==> src/rtl/vga_pkg.sv <==
// Shared definitions for the VGA background path.
//   bg_fetch_state_e : fetch FSM state encoding
//   BG_*             : row layout in memory and size-word field positions
package vga_pkg;

  typedef enum logic [2:0] {
    StIdle,
    StRd0,
    StRd1,
    StRd2,
    StCommit
  } bg_fetch_state_e;

  // Each background row is 3 words, placed on a 4-word stride.
  localparam int unsigned BG_WORDS_PER_ROW = 3;
  localparam int unsigned BG_ROW_STRIDE    = 4;

  // Size word layout: size_0 in [5:0], size_1 in [13:8].
  localparam int unsigned BG_SIZE0_LSB = 0;
  localparam int unsigned BG_SIZE1_LSB = 8;
  localparam int unsigned BG_SIZE_W    = 6;

endpackage

==> src/rtl/vga_bg_row_tracker.sv <==
// Background row / line-in-row counters.
//   clk, reset     : clock, synchronous active-high reset
//   frame_start    : clears both counters and requests a fetch of row 0
//   line_end       : advances line_in_row; rolls over into the next row
//   bg_row_height  : lines per background row minus 1
//   fetch_req      : one-cycle request to fetch the row given by fetch_row
//   fetch_row      : row value the counters take at the coming clock edge
module vga_bg_row_tracker #(
  parameter int unsigned ROW_W = 8
) (
  input  logic             clk,
  input  logic             reset,
  input  logic             frame_start,
  input  logic             line_end,
  input  logic [3:0]       bg_row_height,
  output logic             fetch_req,
  output logic [ROW_W-1:0] fetch_row
);

  logic [ROW_W-1:0] row_q, row_d;
  logic [3:0]       line_q, line_d;

  always_comb begin
    row_d     = row_q;
    line_d    = line_q;
    fetch_req = 1'b0;
    if (frame_start) begin
      // frame_start wins over a coincident line_end
      row_d     = '0;
      line_d    = '0;
      fetch_req = 1'b1;
    end else if (line_end) begin
      if (line_q == bg_row_height) begin
        line_d    = '0;
        row_d     = row_q + ROW_W'(1);
        fetch_req = 1'b1;
      end else begin
        line_d = line_q + 4'd1;
      end
    end
  end

  // Forward the next value so a fetch accepted this cycle uses the new row.
  assign fetch_row = row_d;

  always_ff @(posedge clk) begin
    if (reset) begin
      row_q  <= '0;
      line_q <= '0;
    end else begin
      row_q  <= row_d;
      line_q <= line_d;
    end
  end

endmodule

==> src/rtl/vga_bg_fetcher.sv <==
// Background row fetcher: reads the 3-word row descriptor over a single-outstanding
// req/ack port into shadow registers and commits it to the renderer outputs only
// while h_active is low.
//   clk, reset          : clock, synchronous active-high reset
//   frame_start         : frame strobe, restarts at row 0 and clears underrun
//   line_end            : end-of-visible-line strobe
//   h_active            : horizontal active; commits wait for it to be low
//   bg_base             : word address of row 0
//   bg_row_height       : lines per background row minus 1
//   mem_req/addr        : registered read request and word address
//   mem_ack/rdata       : one-cycle acknowledge with data
//   bg_pixels_0/1       : committed pattern words
//   bg_size_0/1         : committed pixel-size fields
//   busy                : fetch in flight or commit/request pending
//   underrun            : sticky, h_active rose with a row change uncommitted
module vga_bg_fetcher
  import vga_pkg::*;
#(
  parameter int unsigned ADDR_W = 16,
  parameter int unsigned ROW_W  = 8
) (
  input  logic              clk,
  input  logic              reset,
  input  logic              frame_start,
  input  logic              line_end,
  input  logic              h_active,
  input  logic [ADDR_W-1:0] bg_base,
  input  logic [3:0]        bg_row_height,
  output logic              mem_req,
  output logic [ADDR_W-1:0] mem_addr,
  input  logic              mem_ack,
  input  logic [31:0]       mem_rdata,
  output logic [31:0]       bg_pixels_0,
  output logic [31:0]       bg_pixels_1,
  output logic [5:0]        bg_size_0,
  output logic [5:0]        bg_size_1,
  output logic              busy,
  output logic              underrun
);

  logic             fetch_req;
  logic [ROW_W-1:0] fetch_row;
  logic [ADDR_W-1:0] row_addr;

  vga_bg_row_tracker #(
    .ROW_W(ROW_W)
  ) u_row_tracker (
    .clk          (clk),
    .reset        (reset),
    .frame_start  (frame_start),
    .line_end     (line_end),
    .bg_row_height(bg_row_height),
    .fetch_req    (fetch_req),
    .fetch_row    (fetch_row)
  );

  assign row_addr = bg_base + ADDR_W'(fetch_row) * ADDR_W'(BG_ROW_STRIDE);

  bg_fetch_state_e   state_q, state_d;
  logic              pending_q, pending_d;
  logic              abort_q, abort_d;   // frame_start seen mid-handshake
  logic              req_q, req_d;
  logic [ADDR_W-1:0] addr_q, addr_d;
  logic [31:0]       sh_pix0_q, sh_pix0_d;
  logic [31:0]       sh_pix1_q, sh_pix1_d;
  logic [5:0]        sh_size0_q, sh_size0_d;
  logic [5:0]        sh_size1_q, sh_size1_d;
  logic              commit;
  logic              h_active_q;
  logic              underrun_q, underrun_d;
  logic [31:0]       pix0_q, pix1_q;
  logic [5:0]        size0_q, size1_q;

  always_comb begin
    state_d    = state_q;
    pending_d  = pending_q;
    abort_d    = abort_q;
    addr_d     = addr_q;
    sh_pix0_d  = sh_pix0_q;
    sh_pix1_d  = sh_pix1_q;
    sh_size0_d = sh_size0_q;
    sh_size1_d = sh_size1_q;
    commit     = 1'b0;

    unique case (state_q)
      StIdle: begin
        if (fetch_req || pending_q) begin
          state_d   = StRd0;
          addr_d    = row_addr;
          pending_d = 1'b0;
        end
      end
      StRd0, StRd1, StRd2: begin
        if (fetch_req) pending_d = 1'b1;
        if (frame_start) abort_d = 1'b1;
        if (mem_ack) begin
          if (abort_q || frame_start) begin
            // Handshake done; drop its data and restart from the current row.
            state_d   = StRd0;
            addr_d    = row_addr;
            pending_d = 1'b0;
            abort_d   = 1'b0;
          end else begin
            addr_d = addr_q + ADDR_W'(1);
            if (state_q == StRd0) begin
              sh_pix0_d = mem_rdata;
              state_d   = StRd1;
            end else if (state_q == StRd1) begin
              sh_pix1_d = mem_rdata;
              state_d   = StRd2;
            end else begin
              sh_size0_d = mem_rdata[BG_SIZE0_LSB +: BG_SIZE_W];
              sh_size1_d = mem_rdata[BG_SIZE1_LSB +: BG_SIZE_W];
              state_d    = StCommit;
            end
          end
        end
      end
      StCommit: begin
        if (frame_start) begin
          state_d   = StRd0;
          addr_d    = row_addr;
          pending_d = 1'b0;
        end else begin
          if (fetch_req) pending_d = 1'b1;
          if (!h_active) begin
            state_d = StIdle;
            commit  = 1'b1;
          end
        end
      end
      default: state_d = StIdle;
    endcase

    req_d = (state_d == StRd0) || (state_d == StRd1) || (state_d == StRd2);
  end

  always_comb begin
    underrun_d = underrun_q;
    if (frame_start) begin
      underrun_d = 1'b0;
    end else if (h_active && !h_active_q && ((state_q != StIdle) || pending_q)) begin
      underrun_d = 1'b1;
    end
  end

  always_ff @(posedge clk) begin
    if (reset) begin
      state_q    <= StIdle;
      pending_q  <= 1'b0;
      abort_q    <= 1'b0;
      req_q      <= 1'b0;
      addr_q     <= '0;
      sh_pix0_q  <= '0;
      sh_pix1_q  <= '0;
      sh_size0_q <= '0;
      sh_size1_q <= '0;
      h_active_q <= 1'b0;
      underrun_q <= 1'b0;
      pix0_q     <= '0;
      pix1_q     <= '0;
      size0_q    <= '0;
      size1_q    <= '0;
    end else begin
      state_q    <= state_d;
      pending_q  <= pending_d;
      abort_q    <= abort_d;
      req_q      <= req_d;
      addr_q     <= addr_d;
      sh_pix0_q  <= sh_pix0_d;
      sh_pix1_q  <= sh_pix1_d;
      sh_size0_q <= sh_size0_d;
      sh_size1_q <= sh_size1_d;
      h_active_q <= h_active;
      underrun_q <= underrun_d;
      if (commit) begin
        pix0_q  <= sh_pix0_q;
        pix1_q  <= sh_pix1_q;
        size0_q <= sh_size0_q;
        size1_q <= sh_size1_q;
      end
    end
  end

  assign mem_req     = req_q;
  assign mem_addr    = addr_q;
  assign bg_pixels_0 = pix0_q;
  assign bg_pixels_1 = pix1_q;
  assign bg_size_0   = size0_q;
  assign bg_size_1   = size1_q;
  assign busy        = (state_q != StIdle) || pending_q;
  assign underrun    = underrun_q;

endmodule

==> config.mk <==
export PLATFORM = sky130hd
export DESIGN_NAME = vga_bg_fetcher
export DESIGN_NICKNAME = d
export VERILOG_FILES = /design/src/rtl/vga_pkg.sv /design/src/rtl/vga_bg_row_tracker.sv /design/src/rtl/vga_bg_fetcher.sv
export SDC_FILE = /design/constraint.sdc
export NUM_CORES = 1
export LEC_CHECK = 0
export ABC_AREA = 1
export CAP_MARGIN = 20
export CELL_PAD_IN_SITES_DETAIL_PLACEMENT = 0
export CELL_PAD_IN_SITES_GLOBAL_PLACEMENT = 1
export CORE_AREA = 2 2 158 160
export CTS_CLUSTER_DIAMETER = 60
export DETAILED_ROUTE_END_ITERATION = 6
export DIE_AREA = 0 0 160 162
export PLACE_DENSITY = 0.77
export SYNTH_ARGS = -nofsm -noshare
export SYNTH_HDL_FRONTEND = slang
export SYNTH_SLANG_ARGS = --single-unit
export TNS_END_PERCENT = 5
==> constraint.sdc <==
create_clock -name clk -period 3 [get_ports clk]
set_clock_uncertainty 0.1 [all_clocks]
set_input_delay 0.6 -clock clk [delete_from_list [all_inputs] [get_ports clk]]
set_output_delay 0.6 -clock clk [all_outputs]
set_load 0.02 [all_outputs]
Word-level counts from Yosys, hierarchy flattened
Cells that the tools add are included.
- muxes and demuxes: 32
- $add $sub $neg: 4
- bitwise operators: 3
- reduce and logical (&&, ||, !) cells: 18
- eq/ne operators: 11
- operators with widths (kind ; number):
    $mux W16 ; 4
    $pmux W16 S3 ; 1
    $mux W8 ; 3
    $mux W3 ; 7
    $add A16 B1 Y16 const B ; 1
    $add A16 B10 Y16 ; 1
    $mux W1 ; 14
    $eq A3 B2 Y1 const B ; 4
    $reduce_and A5 Y1 ; 2
    $pmux W3 S3 ; 1
    $add A8 B1 Y8 const B ; 1
    $reduce_and A4 Y1 ; 2
    $eq A3 B1 Y1 const B ; 2
    $ne A2 B2 Y1 const B ; 3
    $reduce_bool A3 Y1 ; 2
    $logic_or A1 B1 Y1 ; 5
    $add A4 B1 Y4 const B ; 1
    $eq A4 B4 Y1 ; 1
    $mux W4 ; 1
    $eq A3 B3 Y1 const B ; 1
    $logic_not A3 Y1 ; 1
    $not A1 Y1 ; 3
    $pmux W1 S3 ; 1
    $reduce_or A3 Y1 ; 1
    other kinds (4) ; 5
- register bits after elaboration: 188
- input port bits: 58
- logic and storage cells: 85
- output and inout bits: 95

Longest topological paths before layout
- depth after elaboration: 10
- depth in mapped cells: 23
- gate-level depth less buffers: 23

Cells and area by module
From an unflattened synthesis, not the netlist that was laid out.
- cells, all modules: 1128
- area, all modules: 8222.9 um2
- modules (own cells, without submodules) (module ; times used ; cells each ; area an instance (um2) ; sequential area each (um2)):
    vga_bg_fetcher ; 1 ; 1009 ; 7448.4 ; 3523.4
    vga_bg_row_tracker ; 1 ; 119 ; 774.5 ; 240.2

Worst setup path before layout
Ideal clock, no wire load.
- path type: input port to flip-flop
- start: in line_end
- end: reg addr_q[12], in the netlist mem_addr[12]
- stages: 16
- path buffers: 1
- arrival: 2.588 ns
- required time: 2.767 ns
- setup time: 0.133 ns
- setup slack: 0.178 ns
- cells stage by stage: clkbuf_1 > nand3_4 > nor2_1 > nand4_1 > xor2_1 > nor2_1 > ha_1 > inv_1 > nor3_1 > nand2_1 > nand2_1 > nand2_1 > nand2_1 > nand3_1 > nand3_1 > a21oi_2
- cells in the longest elaborated chain, start to end: 6
- elaborated cells between the ends (all ways): 13
- classes of those cells: add/sub (1); eq/ne (1); mux (9); reduce/logical (2)
- RTL lines (item ; RTL line ; text):
    start, declared ; vga_bg_fetcher.sv:25 ; input logic line_end,
    $mux W8 * ; vga_bg_row_tracker.sv:32 ; end else if (line_end) begin
    $mux W8 * ; vga_bg_row_tracker.sv:27 ; if (frame_start) begin
    net fetch_row[5] ; vga_bg_fetcher.sv:42 ; logic [ROW_W-1:0] fetch_row;
    $add A16 B10 Y16 * ; vga_bg_fetcher.sv:57 ; assign row_addr = bg_base + ADDR_W'(fetch_row) * ADDR_W'(BG_ROW_STRIDE);
    $mux W16 ; vga_bg_fetcher.sv:97 ; if (abort_q || frame_start) begin
    $mux W16 ; vga_bg_fetcher.sv:96 ; if (mem_ack) begin
    $pmux W16 S3 * ; vga_bg_fetcher.sv:85 ; unique case (state_q)
    end signal, assigned ; vga_bg_fetcher.sv:169 ; addr_q <= addr_d;
    end, declared ; vga_bg_fetcher.sv:63 ; logic [ADDR_W-1:0] addr_q, addr_d;
The timed path passes the listed nets; every way through them passes the cells marked *. The select of a mux whose other input is x is not followed.
A chain may end at the register's enable or synchronous reset.

Worst setup path after layout
- start: in line_end
- end: reg addr_q[14], in the netlist mem_addr[14]
Same word-level chain as after synthesis.

==> impl_metrics.py <==
metrics = {
    "critical_path": {
        "ff2ff_path_depth": 20,
        "crit_family": "simple AND/OR/NAND/NOR gates",
        "worstPathRequired_ns": 3.23,
        "crit_path_start_kind": "input port",
        "crit_fanout": 5,
        "cp.depth": 17,
        "end_kind": "flop",
        "startpoint": "line_end",
        "cpMaxStageDelayCell": "clkdlybuf4s50_1",
        "r2r-start": "u_row_tracker.line_q[2]$_SDFFE_PP0P_",
        "path_buf_inv": 1,
        "arrival_ns": 3.00,
        "critPathKind": "in -> reg",
        "cpMostUsedCell": "nand2_1",
        "slowest_delay_ns": 0.53,
        "cp_cell_sequence": "clkdlybuf4s50_1 > nand3_4 > nor2_4 > nand4_1 > xor2_1 > nor2_1 > ha_1 > nand2_1 > nand2_1 > a21oi_2 > nand2_2 > nand2_1 > nand2_1 > nand3_2 > nand2_1 > nor2_1 > nor2_1",
    },
    "clock_network": {
        "clk_latency_ns": 0.43,
        "cts_tree": "built",
        "cts_buffers": 17,
        "clock_path_buffers": 2,
        "cts.sinks": 188,
        "clk_pin_slew_ns": 0.08,
        "htreeDepth": 4,
        "cts-root-buf": "clkbuf_16",
    },
    "min_path": {
        "hold_depth": 2,
        "min_from": "sh_size0_q[2]$_SDFFE_PP0P_",
        "hold_class": "reg -> reg",
    },
    "logic_synthesis": {
        "yosysUniqueCellTypes": 35,
        "seq_area_frac_synth": 0.464,
        "synth_top_area_frac": 0.464,
        "syn_avg_cell_area_sq_um": 7.25,
        "synth_cells": 1118,
        "synth_nets": 1188,
        "synth_seq_cells": 188,
        "netlist_area_sq_um": 8110,
        "synth_warnings": 0,
        "yosys-top-cells-area": "dfxtp_1, nand2_1, nor2_1, a21oi_1, nand3_1",
        "yosysTopAreaCell": "dfxtp_1",
    },
    "flow_run": {
        "cap_violations": 0,
    },
    "global_route": {
        "grt_usage": 0.179,
        "antenna_found_initial": 1,
        "grt_pass1_vias": 7233,
        "grt-ovfl-total": 0,
        "grt_max_degree": 78,
        "grt_pass1_wl_microns": 37500,
    },
    "detailed_routing": {
        "top_layer": "met4",
        "drt-total-wl_microns": 23200,
        "via_count": 7572,
        "dr_wl_met3_microns": 1060,
        "remaining_drc_errors": 0,
        "wl_met2_microns": 11000,
        "vias_per_cell": 4.73,
        "wl_met1_microns": 11100,
        "antenna_left": 0,
        "drt_iter0_markers": 443,
        "first_pass_iters": 5,
        "avgRoutedWirePerCell_microns": 14.5,
    },
    "final_layout": {
        "final_util": 0.448,
        "layout_common_cells": "nand2_1, dfxtp_1, nor2_1, clkdlybuf4s50_1, a21oi_1",
        "final_nets": 1333,
        "area_delta_synth_final_pct": 33.2,
        "stdcell_area_sq_um": 10800,
        "drive_above_1_share": 0.0980,
    },
    "run_status": {
        "status": "complete, no violations",
    },
    "placed_design": {
        "place_congestion": 0.824,
        "numPortBuffers": 152,
        "place_hpwl_microns": 15600,
        "pre_cts_slack_ns": -0.466,
        "placed_area_sq_um": 10000,
    },
    "pwr": {
        "power.internal_uw": 4060,
        "seqPwrFrac": 0.464,
        "p_comb_frac": 0.114,
        "clkPwrFrac": 0.422,
        "peakVddDrop_v": 0.000306,
        "total_power_uw": 5660,
        "leakagePower_uw": 0.00409,
        "power_density_nw_per_um2": 525,
        "switchingPower_uw": 1610,
        "swShare": 0.284,
    },
    "floorplanning": {
        "die_h_microns": 162,
        "core-area_sq_um": 24100,
        "fp.dieW_microns": 160,
        "start_util": 0.336,
        "io_pins": 153,
        "rows": 57,
        "die_area_sq_um": 25900,
    },
    "timing": {
        "period_needed_ns": 2.77,
        "setup_ws_ns": 0.229,
        "finalHoldViolations": 0,
        "fmax_mhz": 361,
        "setup_viol": 0,
        "slew_headroom": 0.494,
        "slew_viol_final": 0,
        "min_period_over_period": 0.924,
        "worst_pin_slew_ns": 0.759,
        "timing.setup.tns_ns": 0,
    },
}
-- tightest hold or removal path: stages, from the launching register on --
cell and delay (ns):
dfxtp_1 0.31, inv_1 0.05, a21oi_1 0.05
-- synth_stat cells, drive strengths merged --
| master | count |
|---|---|
| buf | 27 |
| o21bai | 2 |
| a21oi | 120 |
| nor2 | 187 |
| o21ai | 100 |
| a22oi | 2 |
| nand4 | 7 |
| nand3 | 119 |
| inv | 85 |
| a21o | 1 |
| ha | 11 |
| o221ai | 1 |
| or2 | 2 |
| nand2 | 201 |
| o211ai | 1 |
| clkbuf | 36 |
| nand3b | 3 |
| xor2 | 8 |
| nor4 | 2 |
| fa | 1 |
| dfxtp | 188 |
| nor3 | 12 |
| xnor2 | 2 |
-- through the flow --
step	hold WS [ns]	std cells
final	0.347	1601
after global routing	0.370	1600
after CTS	0.346	1599
after detailed placement	0.336	1567
after global placement	0.333	1567
after floorplan	0.324	1118
-- repair_timing --
item,CTS,global route
hold buffers,0,0
cloned,0,0
buffers inserted,0,1
resized for setup,1,33
setup endpoints to repair,1,12
pin swaps,0,18
-- power groups by stage --
stage               clock network [uW]  logic (uW)  registers, uW
floorplan                            0         337           2700
global placement                     0         637           2680
detailed placement                   0         639           2680
CTS                               2440         642           2630
global route                      2540         720           2640
finish                            2390         648           2630
-- area by class of cell --
class                      count  area, sq um
clock buffer                  17          425
clock inverter                15          213
antenna                        1         2.50
sequential                   188         3770
inverter                      85          319
fill                        2528        13300
tap                          324          405
multi-input combinational    782         3810
timing repair buffer         189         1860
-- worst paths after layout --
kind | endpoint | slack [ns]
max reg2reg | mem_addr[14]$_SDFFE_PP0P_ | 0.24
min reg2reg | sh_size0_q[2]$_SDFFE_PP0P_ | 0.35
max | mem_addr[14]$_SDFFE_PP0P_ | 0.23
min | sh_size0_q[2]$_SDFFE_PP0P_ | 0.35
-- logic make-up (layout without fill, tap and decap cells) --
| group | after synthesis | count (layout) | share of synthesized area |
|---|---|---|---|
| flops | 188 | 188 | 0.464 |
| xor+xnor | 10 | 10 | 0.0108 |
| compound gates | 227 | 227 | 0.144 |
| simple gates | 533 | 533 | 0.284 |
| other cells | 0 | 1 | 0 |
| fa+ha+maj | 12 | 12 | 0.0195 |
| buf+inv | 148 | 306 | 0.0773 |
-- layer usage --
metal,vias up,global-route usage
li1,3950,-
met2,140,0.300
met3,6,0.0398
met4,0,0.0397
met5,-,0
met1,3476,0.238
-- flip-flops by register name (all words and copies together) (netlist names) --
signal / cells
abort_q: 1
bg_pixels_0: 32
bg_pixels_1: 32
bg_size_0: 6
bg_size_1: 6
h_active_q: 1
mem_addr: 16
mem_req: 1
pending_q: 1
sh_pix0_q: 32
sh_pix1_q: 32
sh_size0_q: 6
sh_size1_q: 6
state_q: 3
u_row_tracker.line_q: 4
u_row_tracker.row_q: 8
underrun: 1
Power figures use the tool's default switching activity.
